===== src/rtl/inst_loader_if.sv =====
// Host-to-loader bus: received byte handshake plus instruction RAM write port
// and CPU control/status lines. The loader is the slave; the host/bench side is
// the master.
interface inst_loader_if #(
  parameter int ADDR_W = 6
) ();
  logic [7:0]        rx_data;
  logic              rx_valid;
  logic              rx_ready;
  logic              mem_we;
  logic [ADDR_W-1:0] mem_waddr;
  logic [31:0]       mem_wdata;
  logic              cpu_hold;
  logic              busy;
  logic              done;
  logic              err;

  modport master (
    output rx_data, rx_valid,
    input  rx_ready, mem_we, mem_waddr, mem_wdata, cpu_hold, busy, done, err
  );

  modport slave (
    input  rx_data, rx_valid,
    output rx_ready, mem_we, mem_waddr, mem_wdata, cpu_hold, busy, done, err
  );
endinterface


===== src/rtl/inst_loader.sv =====
// Instruction loader: parses SYNC / N / 4*N little-endian data bytes from the
// host byte stream, writes each assembled word into the instruction RAM from
// address 0 upward, and holds the CPU in reset while a program is loading.
module inst_loader #(
  parameter int         ADDR_W        = 6,
  parameter logic [7:0] SYNC_BYTE     = 8'hA5,
  parameter bit         HOLD_AT_RESET = 1'b1
) (
  input  logic          clk,
  input  logic          reset,
  inst_loader_if.slave  bus
);
  typedef enum logic [1:0] {IDLE, COUNT, DATA, WRITE} state_t;

  // Largest legal word count, widened so 2^8 is representable.
  localparam logic [8:0] CAPACITY = 9'(1 << ADDR_W);

  state_t            state_reg;
  state_t            state_next;
  logic [7:0]        n_reg;
  logic [ADDR_W:0]   word_cnt_reg;
  logic [1:0]        byte_cnt_reg;
  logic [23:0]       asm_reg;        // lanes 0..2; lane 3 goes straight to mem_wdata
  logic              mem_we_reg;
  logic [ADDR_W-1:0] mem_waddr_reg;
  logic [31:0]       mem_wdata_reg;
  logic              done_reg;
  logic              err_reg;
  logic              cpu_hold_reg;

  logic              rx_ready;
  logic              busy;
  logic              xfer;
  logic              count_bad;
  logic              last_word;

  // Next-state decode, handshake and busy; WRITE is the only cycle that refuses bytes.
  always_comb begin
    state_next = state_reg;
    rx_ready   = 1'b1;
    busy       = 1'b1;
    xfer       = 1'b0;
    count_bad  = (bus.rx_data == 8'd0) || ({1'b0, bus.rx_data} > CAPACITY);
    last_word  = ((9'(word_cnt_reg) + 9'd1) == {1'b0, n_reg});
    case (state_reg)
      IDLE: begin
        busy = 1'b0;
        xfer = bus.rx_valid;
        if (xfer && (bus.rx_data == SYNC_BYTE)) begin
          state_next = COUNT;
        end
      end
      COUNT: begin
        xfer = bus.rx_valid;
        if (xfer) begin
          state_next = count_bad ? IDLE : DATA;
        end
      end
      DATA: begin
        xfer = bus.rx_valid;
        if (xfer && (byte_cnt_reg == 2'd3)) begin
          state_next = WRITE;
        end
      end
      WRITE: begin
        rx_ready   = 1'b0;
        state_next = done_reg ? IDLE : DATA;
      end
      default: begin
        state_next = IDLE;
      end
    endcase
  end

  // State register.
  always_ff @(posedge clk or posedge reset) begin
    if (reset) begin
      state_reg <= IDLE;
    end else begin
      state_reg <= state_next;
    end
  end

  // Datapath: counters, word assembly, registered RAM write and status pulses.
  always_ff @(posedge clk or posedge reset) begin
    if (reset) begin
      n_reg         <= 8'd0;
      word_cnt_reg  <= '0;
      byte_cnt_reg  <= 2'd0;
      asm_reg       <= 24'd0;
      mem_we_reg    <= 1'b0;
      mem_waddr_reg <= '0;
      mem_wdata_reg <= 32'd0;
      done_reg      <= 1'b0;
      err_reg       <= 1'b0;
      cpu_hold_reg  <= HOLD_AT_RESET;
    end else begin
      mem_we_reg <= 1'b0;
      done_reg   <= 1'b0;
      err_reg    <= 1'b0;
      case (state_reg)
        IDLE: begin
          if (xfer && (bus.rx_data == SYNC_BYTE)) begin
            cpu_hold_reg <= 1'b1;
          end
        end
        COUNT: begin
          if (xfer) begin
            if (count_bad) begin
              err_reg <= 1'b1;
            end else begin
              n_reg        <= bus.rx_data;
              word_cnt_reg <= '0;
              byte_cnt_reg <= 2'd0;
            end
          end
        end
        DATA: begin
          if (xfer) begin
            byte_cnt_reg <= byte_cnt_reg + 2'd1;
            case (byte_cnt_reg)
              2'd0: asm_reg[7:0]   <= bus.rx_data;
              2'd1: asm_reg[15:8]  <= bus.rx_data;
              2'd2: asm_reg[23:16] <= bus.rx_data;
              default: begin
                // Fourth byte completes the word; present it in the WRITE cycle.
                mem_we_reg    <= 1'b1;
                mem_waddr_reg <= word_cnt_reg[ADDR_W-1:0];
                mem_wdata_reg <= {bus.rx_data, asm_reg};
                done_reg      <= last_word;
              end
            endcase
          end
        end
        WRITE: begin
          word_cnt_reg <= word_cnt_reg + 1'b1;
          if (done_reg) begin
            cpu_hold_reg <= 1'b0;
          end
        end
        default: begin
        end
      endcase
    end
  end

  assign bus.rx_ready  = rx_ready;
  assign bus.busy      = busy;
  assign bus.mem_we    = mem_we_reg;
  assign bus.mem_waddr = mem_waddr_reg;
  assign bus.mem_wdata = mem_wdata_reg;
  assign bus.done      = done_reg;
  assign bus.err       = err_reg;
  assign bus.cpu_hold  = cpu_hold_reg;
endmodule


===== src/flat_wrapper.sv =====
// flat-port wrapper written by rule: the top's interface ports become plain ports
module inst_loader_flat 
#(
  parameter int         ADDR_W        = 6,
  parameter logic [7:0] SYNC_BYTE     = 8'hA5,
  parameter bit         HOLD_AT_RESET = 1'b1
)
  (clk, reset, bus_rx_data, bus_rx_valid, bus_rx_ready, bus_mem_we, bus_mem_waddr, bus_mem_wdata, bus_cpu_hold, bus_busy, bus_done, bus_err);
  inst_loader_if #(.ADDR_W(ADDR_W)) bus_i ();
  input  logic clk;
  input  logic reset;
  input wire logic [$bits(bus_i.rx_data)-1:0] bus_rx_data;
  input wire logic [$bits(bus_i.rx_valid)-1:0] bus_rx_valid;
  output wire logic [$bits(bus_i.rx_ready)-1:0] bus_rx_ready;
  output wire logic [$bits(bus_i.mem_we)-1:0] bus_mem_we;
  output wire logic [$bits(bus_i.mem_waddr)-1:0] bus_mem_waddr;
  output wire logic [$bits(bus_i.mem_wdata)-1:0] bus_mem_wdata;
  output wire logic [$bits(bus_i.cpu_hold)-1:0] bus_cpu_hold;
  output wire logic [$bits(bus_i.busy)-1:0] bus_busy;
  output wire logic [$bits(bus_i.done)-1:0] bus_done;
  output wire logic [$bits(bus_i.err)-1:0] bus_err;
  assign bus_i.rx_data = bus_rx_data;
  assign bus_i.rx_valid = bus_rx_valid;
  assign bus_rx_ready = bus_i.rx_ready;
  assign bus_mem_we = bus_i.mem_we;
  assign bus_mem_waddr = bus_i.mem_waddr;
  assign bus_mem_wdata = bus_i.mem_wdata;
  assign bus_cpu_hold = bus_i.cpu_hold;
  assign bus_busy = bus_i.busy;
  assign bus_done = bus_i.done;
  assign bus_err = bus_i.err;
  inst_loader #(.ADDR_W(ADDR_W), .SYNC_BYTE(SYNC_BYTE), .HOLD_AT_RESET(HOLD_AT_RESET)) u_core (.clk(clk), .reset(reset), .bus(bus_i));
endmodule

===== config.mk =====
export PLATFORM = sky130hd
export DESIGN_NAME = inst_loader_flat
export DESIGN_NICKNAME = d
export VERILOG_FILES = /design/src/rtl/inst_loader_if.sv /design/src/rtl/inst_loader.sv /design/src/flat_wrapper.sv
export SDC_FILE = /design/constraint.sdc
export NUM_CORES = 1
export LEC_CHECK = 0
export ABC_CLOCK_PERIOD_IN_PS = 3550
export CORE_UTILIZATION = 38
export DETAILED_ROUTE_END_ITERATION = 12
export SETUP_SLACK_MARGIN = 0.5
export SKIP_CTS_REPAIR_TIMING = 1
export SYNTH_ARGS = -nofsm -noshare
export SYNTH_HDL_FRONTEND = slang
export SYNTH_SLANG_ARGS = --single-unit

===== constraint.sdc =====
create_clock -name clk -period 3.55 [get_ports clk]
set_clock_uncertainty 0.1 [all_clocks]
set_input_delay 0.71 -clock clk [delete_from_list [all_inputs] [get_ports clk]]
set_output_delay 0.71 -clock clk [all_outputs]
set_load 0.005 [all_outputs]

* After elaboration in Yosys (flattened, before gate mapping)
Index checks and enable logic that the tools add are counted. Widths: inputs -> output; s select.
Cells by class: add/sub/neg operators 3, $lt $le $gt $ge 1, equal/unequal tests 16, muxes and demuxes 28, bitwise gates (word level) 2, reduce and logical (&&, ||, !) cells 21
Operator list (count):
- $reduce_and 3->1 | 8
- $mux 2 | 8
- $mux 1 | 14
- $mux 7 | 2
- $pmux 7 s2 | 1
- $ne 2x1->1 const B | 6
- $eq 9x8->1 | 1
- $add 7x1->8 const B | 1
- $eq 2x2->1 const B | 4
- $eq 8x8->1 const B | 1
- $gt 8x7->1 const B | 1
- $logic_not 8->1 | 1
- $pmux 2 s4 | 1
- $add 7x1->7 const B | 1
- $reduce_bool 2->1 | 3
- $reduce_or 3->1 | 2
- $eq 2x1->1 const B | 2
- $logic_not 2->1 | 2
- $ne 2x2->1 const B | 2
- $pmux 2 s2 | 1
- $reduce_and 4->1 | 1
- $logic_and 1x1->1 | 3
- $add 2x1->2 const B | 1
- $not 1->1 | 2
- other kinds (2) | 2
Storage, ports and cells: register bits 85, logic and storage cells 84

* Logic depth before layout (Yosys ltp)
Gate-level depths: netlist of the first run.
depth after elaboration 6, gate-level depth with buffers 8, mapped depth without buffers 7

* Worst setup path before layout of the first run
No wires, ideal clock.
kind input port to flip-flop, from in bus_rx_data[6], to reg u_core.n_reg[0], data arrival time 1.788 ns, data required time 3.322 ns, slack 1.534 ns, cell stages on the path 5, buffers on the path 1, path through clkbuf_1 nor2b_1 and4_1 nor2_4 mux2_1
On the way: word-level cells in the longest chain between the ends 4
RTL lines:
- start: declaration | RTL line flat_wrapper.sv:12 | input wire logic [$bits(bus_i.rx_data)-1:0] bus_rx_data;
- $gt 8x7->1 or $logic_not 8->1 (tied branches) | RTL line inst_loader.sv:43 | count_bad = (bus.rx_data == 8'd0) || ({1'b0, bus.rx_data} > CAPACITY);
- $logic_or 1x1->1 * | RTL line inst_loader.sv:43
- $not 1->1 (no line) *
- $reduce_and 3->1 (no line) *
- end signal: assignment | RTL line inst_loader.sv:112 | n_reg <= bus.rx_data;
- end: declaration | RTL line inst_loader.sv:20 | logic [7:0] n_reg;
Every way passes the cells marked *; elsewhere a longest branch is shown, timed or not. A chain may end at the register's enable or synchronous reset.

* Worst setup path after layout of the first run
from reg u_core.state_reg[0], to out bus_rx_ready
On the way: word-level cells in the longest chain between the ends 2
RTL lines:
- start: declaration | RTL line inst_loader.sv:18 | state_t state_reg;
- start signal: assignment | RTL line inst_loader.sv:80 | state_reg <= state_next;
- $eq 2x2->1 | RTL line inst_loader.sv:45 | case (state_reg)
- $mux 1 | RTL line inst_loader.sv:45
- end: declaration | RTL line flat_wrapper.sv:14 | output wire logic [$bits(bus_i.rx_ready)-1:0] bus_rx_ready;
Every way passes these cells.

==> key figures, run 1 <==
Synth
  • Avg Inst Size Synth: 13.0 sq um
  • Post-synth EDFFs: 0
  • Ys Warns: 0
  • Sequential share of the synthesized area: 0.568
  • Top-area cell type share of the netlist area: 0.561
  • Most used flip-flop cell after synthesis: dfrtp_1
  • Cell count after synthesis: 289
  • Post-synth ARST share: 1.00
  • Dominant cell type by area after synthesis: dfrtp_1
  • Seq cells post-synth: 85
  • Post-synthesis instance area: 0.00375 sq mm
  • Syn Nets: 309
  • Synth top area cells: dfrtp_1, mux2_2, ha_1
  • Synth cell types: 42

Drt
  • Via count: 2390
  • TritonRoute pass-1 iters: 4
  • Number of remaining DRC errors: 0
  • Antenna-violating nets left: 0
  • WL final: 7600 um
  • Average routed wire per standard cell: 15.8 um
  • Starting DRT DRC Count: 98
  • Vias per cell: 4.96

STA
  • Fin. max-slew vios: 0
  • Final min period: 2.64 ns
  • Setup TNS: 0 ns
  • Worst-Margin Slew: 0.696 ns
  • Worst hold slack: 0.384 ns
  • FMAX: 378 MHz
  • Fin. Hold Viols: 0
  • RSZ-0062 raised after global routing: no
  • Final period utilization: 0.745
  • Final worst slack: 0.906 ns
  • Max_slew headroom: 0.535
  • # setup viols final: 0

Floorplan
  • Die ar.: 0.0103 sq mm
  • Core area: 0.00942 sq mm
  • Site Rows: 35
  • Top Ports: 55
  • Die W: 101 um
  • Die Ht: 101 um
  • Initial Utilization: 0.398

Global routing
  • Antenna violations before repair: 0
  • Maximum number of pins on one net before global-route repair: 50
  • Vias in the first global route: 2393
  • Total track usage: 0.166
  • First-pass GRT wire length: 12600 um
  • Grt ovf: 0

Worst setup path
  • Crit end category: output port
  • Crit path arrival time: 1.83 ns
  • Crit path max fanout: 8
  • WS Path Type: reg2out
  • CP Data Required Time: 2.74 ns
  • Setup crit start kind: register

Flow run
  • Max Cap Violations: 0

Clock network
  • CTS clk-pin slew, worst paths: 0.09 ns
  • H-tree lvl count: 3
  • Clk sink count: 85
  • TritonCTS Buffers: 9
  • Root buffer cell: clkbuf_8
  • Clock buffer depth: 2
  • Clk_lat worst skew: 0.36 ns
  • CTS tree: yes

Layout
  • FILL cells: 864
  • Layout Nets: 368
  • Share of cells above drive strength 1: 0.255
  • Area of the multi-input gates: 0.00153 sq mm
  • Sequential Area: 0.00213 sq mm
  • Most common cell after layout, fill and taps aside: dfrtp_1
  • Area growth syn-to-layout: 24.4%
  • Ant. Diodes: 0
  • Commonest cells after routing, fill and taps aside: dfrtp_1, mux2_2, clkdlybuf4s50_1
  • Max reg flops: 32

Placement
  • Placement Setup Slack: 0.684 ns
  • GP Congestion: 0.833
  • Port buffer count: 54
  • DPL Wire Length: 5250 um

Pwr
  • Power Density: 777 mW/mm^2
  • Lkg Pwr: 2.12 nW
  • Worst vdd ir: 0.000338 V

Status
  • Run status: finished, final reports clean

Hold path
  • Hold Crit Class: reg2reg
==> layout make-up <==
type	count	area share
flip-flops and latches	85	0.456
multi-input cells	182	0.328
repair buffers	59	0.127
well taps	129	0.0346
clock buffers	10	0.0295
clock inverters	6	0.0164
inverters	11	0.00912
==> cells in the mapped netlist (all sizes together), types with 2 or more instances <==
cell type	number
a21oi	8
inv	11
clkbuf	3
a2111oi	2
buf	8
and3	2
o21ai	13
mux2	65
nor2	10
nor3	5
xor2	3
nand2b	4
ha	9
nor2b	2
nand2	19
nand4	3
mux2i	4
a31oi	3
and2	2
and3b	2
nand3	8
o31ai	3
xnor2	5
dfrtp	84
==> report_power, final <==
part,switching [mW],internal [mW]
logic,0.493,0.779
registers,0.264,1.36
clock network,0.371,0.357
==> worst max-delay path, stage by stage, from the launching register on <==
cell	delay [ns]
dfrtp_1	0.42
ha_1	0.33
inv_1	0.20
clkdlybuf4s50_1	0.53
==> worst paths after layout <==
kind | from | endpoint | slack [ns] | depth (start not counted)
max | u_core.state_reg[0]$_DFFE_PP0P_ | bus_rx_ready | 0.91 | 3
min | u_core.bus.cpu_hold$_DFFE_PP1P_ | u_core.bus.cpu_hold$_DFFE_PP1P_ | 0.38 | 2
max reg2reg | u_core.state_reg[1]$_DFFE_PP0P_ | u_core.bus.mem_wdata[16]$_DFFE_PP0P_ | 1.14 | 5
min reg2reg | u_core.bus.cpu_hold$_DFFE_PP1P_ | u_core.bus.cpu_hold$_DFFE_PP1P_ | 0.38 | 2
max in group asynchronous | reset | u_core.bus.mem_wdata[11]$_DFFE_PP0P_ | 2.02 | 3
min in group asynchronous | reset | u_core.bus.mem_wdata[28]$_DFFE_PP0P_ | 0.65 | 2
==> routing by layer <==
layer	vias to the layer above	part of all wire	track usage
met5	-	0	0
met4	0	0.023	0.0870
met3	12	0.026	0.0242
met1	1208	0.49	0.234
li1	1129	-	-
met2	41	0.46	0.248
==> per-stage QoR <==
stage / cell area (sq um) / total power [mW] / util / instances
final: 4660 / 3.63 / 0.495 / 482
after global routing: 4660 / 3.88 / 0.495 / 482
after CTS: 4660 / 3.67 / 0.495 / 482
after detailed placement: 4450 / 2.93 / 0.473 / 466
after global placement: 4450 / 2.89 / 0.473 / 466
after floorplan: 3750 / 2.33 / - / 289
==> kinds of logic after synthesis <==
| group | synth area share |
|---|---|
| AO/OA/AOI/OAI | 0.0608 |
| AND/OR/NAND/NOR | 0.0915 |
| flip-flops | 0.568 |
| XOR/XNOR | 0.0187 |
| adder cells (fa/ha/maj) | 0.0300 |
| buffers and inverters | 0.0254 |
| multiplexers | 0.206 |
Note: power is estimated with default switching activity, not from simulation.
==> inputs of run 2 (changes only) <==
ABC_CLOCK_PERIOD_IN_PS = 2700   (was 3550)
clock period = 2.7 ns   (was 3.55 ns; I/O delays follow)
==> key figures, run 2 (synthesis results as in run 1) <==
Floorplan
  • Die W: 101 um
  • Site Rows: 35
  • Top Ports: 55
  • Core area: 0.00942 sq mm
  • Die Ht: 101 um
  • Die ar.: 0.0103 sq mm
  • Initial Utilization: 0.398

Layout
  • Commonest cells after routing, fill and taps aside: dfrtp_1, mux2_2, clkdlybuf4s50_1
  • Max reg flops: 32
  • Share of cells above drive strength 1: 0.301
  • Area growth syn-to-layout: 27.0%
  • Most common cell after layout, fill and taps aside: dfrtp_1
  • Layout Nets: 377
  • Non-Filler Instances: 491
  • Ant. Diodes: 0

Pwr
  • Power Density: 994 mW/mm^2
  • Worst vdd ir: 0.000458 V
  • Lkg Pwr: 2.15 nW

Placement
  • DPL Wire Length: 5140 um
  • Port buffer count: 54
  • Inst Count DP: 471
  • GP Congestion: 0.776
  • Placement Setup Slack: 0.189 ns

Global routing
  • Total track usage: 0.166
  • Grt ovf: 0
  • Maximum number of pins on one net before global-route repair: 86
  • Antenna violations before repair: 0
  • First-pass GRT wire length: 12800 um
  • Vias in the first global route: 2539

Drt
  • Number of remaining DRC errors: 0
  • Vias per cell: 4.96
  • Average routed wire per standard cell: 15.5 um
  • Antenna-violating nets left: 0
  • WL final: 7610 um
  • TritonRoute pass-1 iters: 4
  • Via count: 2434
  • Starting DRT DRC Count: 102

Worst setup path
  • Crit end category: register
  • WS Path Type: reg2reg
  • CP Data Required Time: 2.83 ns
  • Crit path arrival time: 2.25 ns
  • Setup crit start kind: register
  • Crit path max fanout: 10

Status
  • Run status: finished, final reports clean

STA
  • RSZ-0062 raised after global routing: no
  • Worst-Margin Slew: 0.464 ns
  • Fin. max-slew vios: 0
  • Final worst slack: 0.582 ns
  • Fin. Hold Viols: 0
  • Max_slew headroom: 0.690
  • Final period utilization: 0.784
  • FMAX: 472 MHz
  • Setup TNS: 0 ns
  • Final min period: 2.12 ns
  • # setup viols final: 0

Clock network
  • CTS clk-pin slew, worst paths: 0.09 ns
  • Clk sink count: 85
  • TritonCTS Buffers: 9
  • Root buffer cell: clkbuf_8
  • Clk_lat worst skew: 0.35 ns
  • CTS tree: yes
  • H-tree lvl count: 3
  • Clock buffer depth: 2

Hold path
  • Hold Crit Class: reg2reg

Flow run
  • Max Cap Violations: 0
[run 2: where the power goes]
group	total (mW)	switching [mW]	internal, mW
Clock	0.835	0.486	0.349
Sequential	2.15	0.351	1.79
Combinational	1.75	0.669	1.08
Total	4.73	1.51	3.23
[run 2: path summary, 6_finish.rpt]
path,from,to,slack (ns),cells after the start
max,u_core.state_reg[0]$_DFFE_PP0P_,u_core.n_reg[6]$_DFFE_PP0P_,0.58,6
min,u_core.asm_reg[23]$_DFFE_PP0P_,u_core.asm_reg[23]$_DFFE_PP0P_,0.38,2
max reg2reg,u_core.state_reg[0]$_DFFE_PP0P_,u_core.n_reg[6]$_DFFE_PP0P_,0.58,6
min reg2reg,u_core.asm_reg[23]$_DFFE_PP0P_,u_core.asm_reg[23]$_DFFE_PP0P_,0.38,2
max in group asynchronous,reset,u_core.word_cnt_reg[0]$_DFFE_PP0P_,1.57,3
min in group asynchronous,reset,u_core.bus.mem_we$_DFF_PP0_,0.56,3
[run 2: worst max-delay path: stages (launching register included)]
cell	delay, ns
dfrtp_2	0.45
buf_4	0.14
ha_2	0.24
and3b_1	0.18
and4_1	0.23
nor2_4	0.27
mux2_1	0.37
[run 2: cell type report]
type,count,area [sq um]
fillers,883,4650
flip-flops and latches,85,2130
multi-input cells,182,1570
repair buffers,68,676
well taps,129,161
clock buffers,9,124
clock inverters,7,57.6
inverters,11,45.0
[run 2: per-stage QoR]
step	power, mW	hold slack, ns	cell area (sq um)	utilization
6_report	4.73	0.379	4760	0.506
5_1_grt	5.09	0.428	4760	0.506
4_1_cts	4.72	0.390	4680	0.498
3_5_place_dp	3.86	0.369	4500	0.478
3_3_place_gp	3.82	0.361	4500	0.478
2_1_floorplan	3.06	0.346	3750	-
[run 2: layer usage]
| metal | share of wire | GRT usage | up-vias |
|---|---|---|---|
| li1 | - | - | 1154 |
| met1 | 0.47 | 0.222 | 1229 |
| met2 | 0.48 | 0.266 | 44 |
| met3 | 0.041 | 0.0490 | 7 |
| met4 | 0.011 | 0.0368 | 0 |
| met5 | 0 | 0 | - |
==> inputs of run 3 (changes only) <==
ABC_CLOCK_PERIOD_IN_PS = 1900   (was 2700)
clock period = 1.9 ns   (was 2.7 ns; I/O delays follow)
==> key figures, run 3 (synthesis results as in run 1) <==
Layout
  • Layout Nets: 421
  • Ant. Diodes: 0
  • Post-route cell area: 0.00538 sq mm
  • Share of cells above drive strength 1: 0.507
  • Max reg flops: 32
  • Commonest cells after routing, fill and taps aside: dfrtp_1, mux2_2, buf_4
  • FILL cells: 789
  • Most common cell after layout, fill and taps aside: dfrtp_1
  • Post-layout util: 0.571
  • Area growth syn-to-layout: 43.5%

Pwr
  • Comb pwr share: 0.408
  • Lkg Pwr: 2.85 nW
  • Final Power: 7.55 mW
  • Sequential share of power: 0.402
  • Total net switching power: 2.48 mW
  • Int Power: 5.07 mW
  • Worst vdd ir: 0.000661 V
  • Net Sw Frac: 0.328
  • Clock power share: 0.190
  • Power Density: 1400 mW/mm^2

Worst setup path
  • CP Data Required Time: 2.04 ns
  • Crit end category: register
  • R2R cell count: 8
  • Crit path arrival time: 2.10 ns
  • FF-to-FF setup slack: -0.07 ns
  • WS Path Type: reg2reg
  • Crit path max fanout: 6
  • Setup crit start kind: register

Global routing
  • Total track usage: 0.173
  • Grt met2 use: 0.291
  • Busiest metal layer after global routing: met2
  • Maximum number of pins on one net before global-route repair: 54
  • Antenna violations before repair: 0
  • M1 GR Usage: 0.222
  • Met3 global-route usage: 0.0428
  • First-pass GRT wire length: 13300 um
  • Vias in the first global route: 2617
  • Grt ovf: 0

Drt
  • Number of remaining DRC errors: 0
  • Average routed wire per standard cell: 16.8 um
  • WL final: 8970 um
  • Via count: 2681
  • Starting DRT DRC Count: 71
  • Antenna-violating nets left: 0
  • TritonRoute pass-1 iters: 4
  • Vias per cell: 5.01

Status
  • Run status: finished, violations left
  • Failing checks: setup timing

STA
  • Final worst slack: -0.0677 ns
  • # setup viols final: 23
  • RSZ-0062 raised after global routing: yes
  • Final min period: 1.97 ns
  • Setup TNS: -0.768 ns
  • Worst-Margin Slew: 0.421 ns
  • FMAX: 508 MHz
  • Fin. Hold Viols: 0
  • Final period utilization: 1.04
  • Max_slew headroom: 0.719
  • Fin. max-slew vios: 0

Placement
  • DPL Wire Length: 5710 um
  • Port buffer count: 54
  • GP Congestion: 0.906
  • Dpl cell area: 0.00472 sq mm

Flow run
  • Max Cap Violations: 0

Hold path
  • Hold Crit Depth: 3
  • Hold Crit Class: in2reg

Clock network
  • CTS clk-pin slew, worst paths: 0.10 ns
  • Clk sink count: 85
  • TritonCTS Buffers: 9
  • Root buffer cell: clkbuf_8
  • H-tree lvl count: 3
  • CTS tree: yes
  • Clock buffer depth: 2
  • Clk_lat worst skew: 0.35 ns

Floorplan
  • Site Rows: 35
  • Top Ports: 55
  • Initial Utilization: 0.398
  • Core area: 0.00942 sq mm
  • Die ar.: 0.0103 sq mm
  • Die W: 101 um
  • Die Ht: 101 um
==> run 3: layer usage <==
layer | part of all wire | routed length, um | vias to the layer above
met1 | 0.44 | 3990 | 1346
met3 | 0.040 | 362 | 10
met2 | 0.50 | 4510 | 77
li1 | - | - | 1248
met5 | 0 | 0 | -
met4 | 0.012 | 104 | 0
==> run 3: power by group through the flow <==
stage,sequential [mW],combinational (mW),clock [mW]
global placement,3.02,2.66,0
floorplan,2.94,1.43,0
CTS,3.01,2.73,1.47
global route,3.13,3.34,1.54
finish,3.03,3.08,1.44
detailed placement,3.04,2.71,0
==> run 3: path summary, 6_finish.rpt <==
kind                                                        end                       startpoint
hold / removal                    u_core.asm_reg[5]$_DFFE_PP0P_                   bus_rx_data[5]
hold reg to reg                 u_core.bus.cpu_hold$_DFFE_PP1P_  u_core.bus.cpu_hold$_DFFE_PP1P_
max in group asynchronous       u_core.bus.cpu_hold$_DFFE_PP1P_                            reset
setup / recovery             u_core.word_cnt_reg[3]$_DFFE_PP0P_  u_core.state_reg[1]$_DFFE_PP0P_
min in group asynchronous  u_core.bus.mem_wdata[20]$_DFFE_PP0P_                            reset
setup reg to reg             u_core.word_cnt_reg[3]$_DFFE_PP0P_  u_core.state_reg[1]$_DFFE_PP0P_
==> run 3: cell type report <==
type	count	area [sq um]	share of cell area
timing repair buffer	111	1080	0.200
multi-input combinational	183	1740	0.323
sequential	85	2130	0.396
clock buffer	9	124	0.0230
clock inverter	7	97.6	0.0181
tap	129	161	0.0300
inverter	11	52.6	0.00977
==> run 3: critical path: stages (launching register included) <==
cell and delay, ns:
dfrtp_1 0.45, ha_2 0.22, nand3b_1 0.24, a2111oi_4 0.22, buf_4 0.20, nor3_2 0.05
buf_4 0.16, o21ai_2 0.12, o31ai_2 0.08
==> run 3: per-stage QoR <==
stage / hold WS [ns] / cells / worst slack (ns)
2_1_floorplan: 0.346 / 289 / 0.0271
3_3_place_gp: 0.365 / 499 / -0.310
3_5_place_dp: 0.373 / 499 / -0.363
4_1_cts: 0.368 / 515 / -0.367
5_1_grt: 0.327 / 535 / -0.134
6_report: 0.334 / 535 / -0.0677
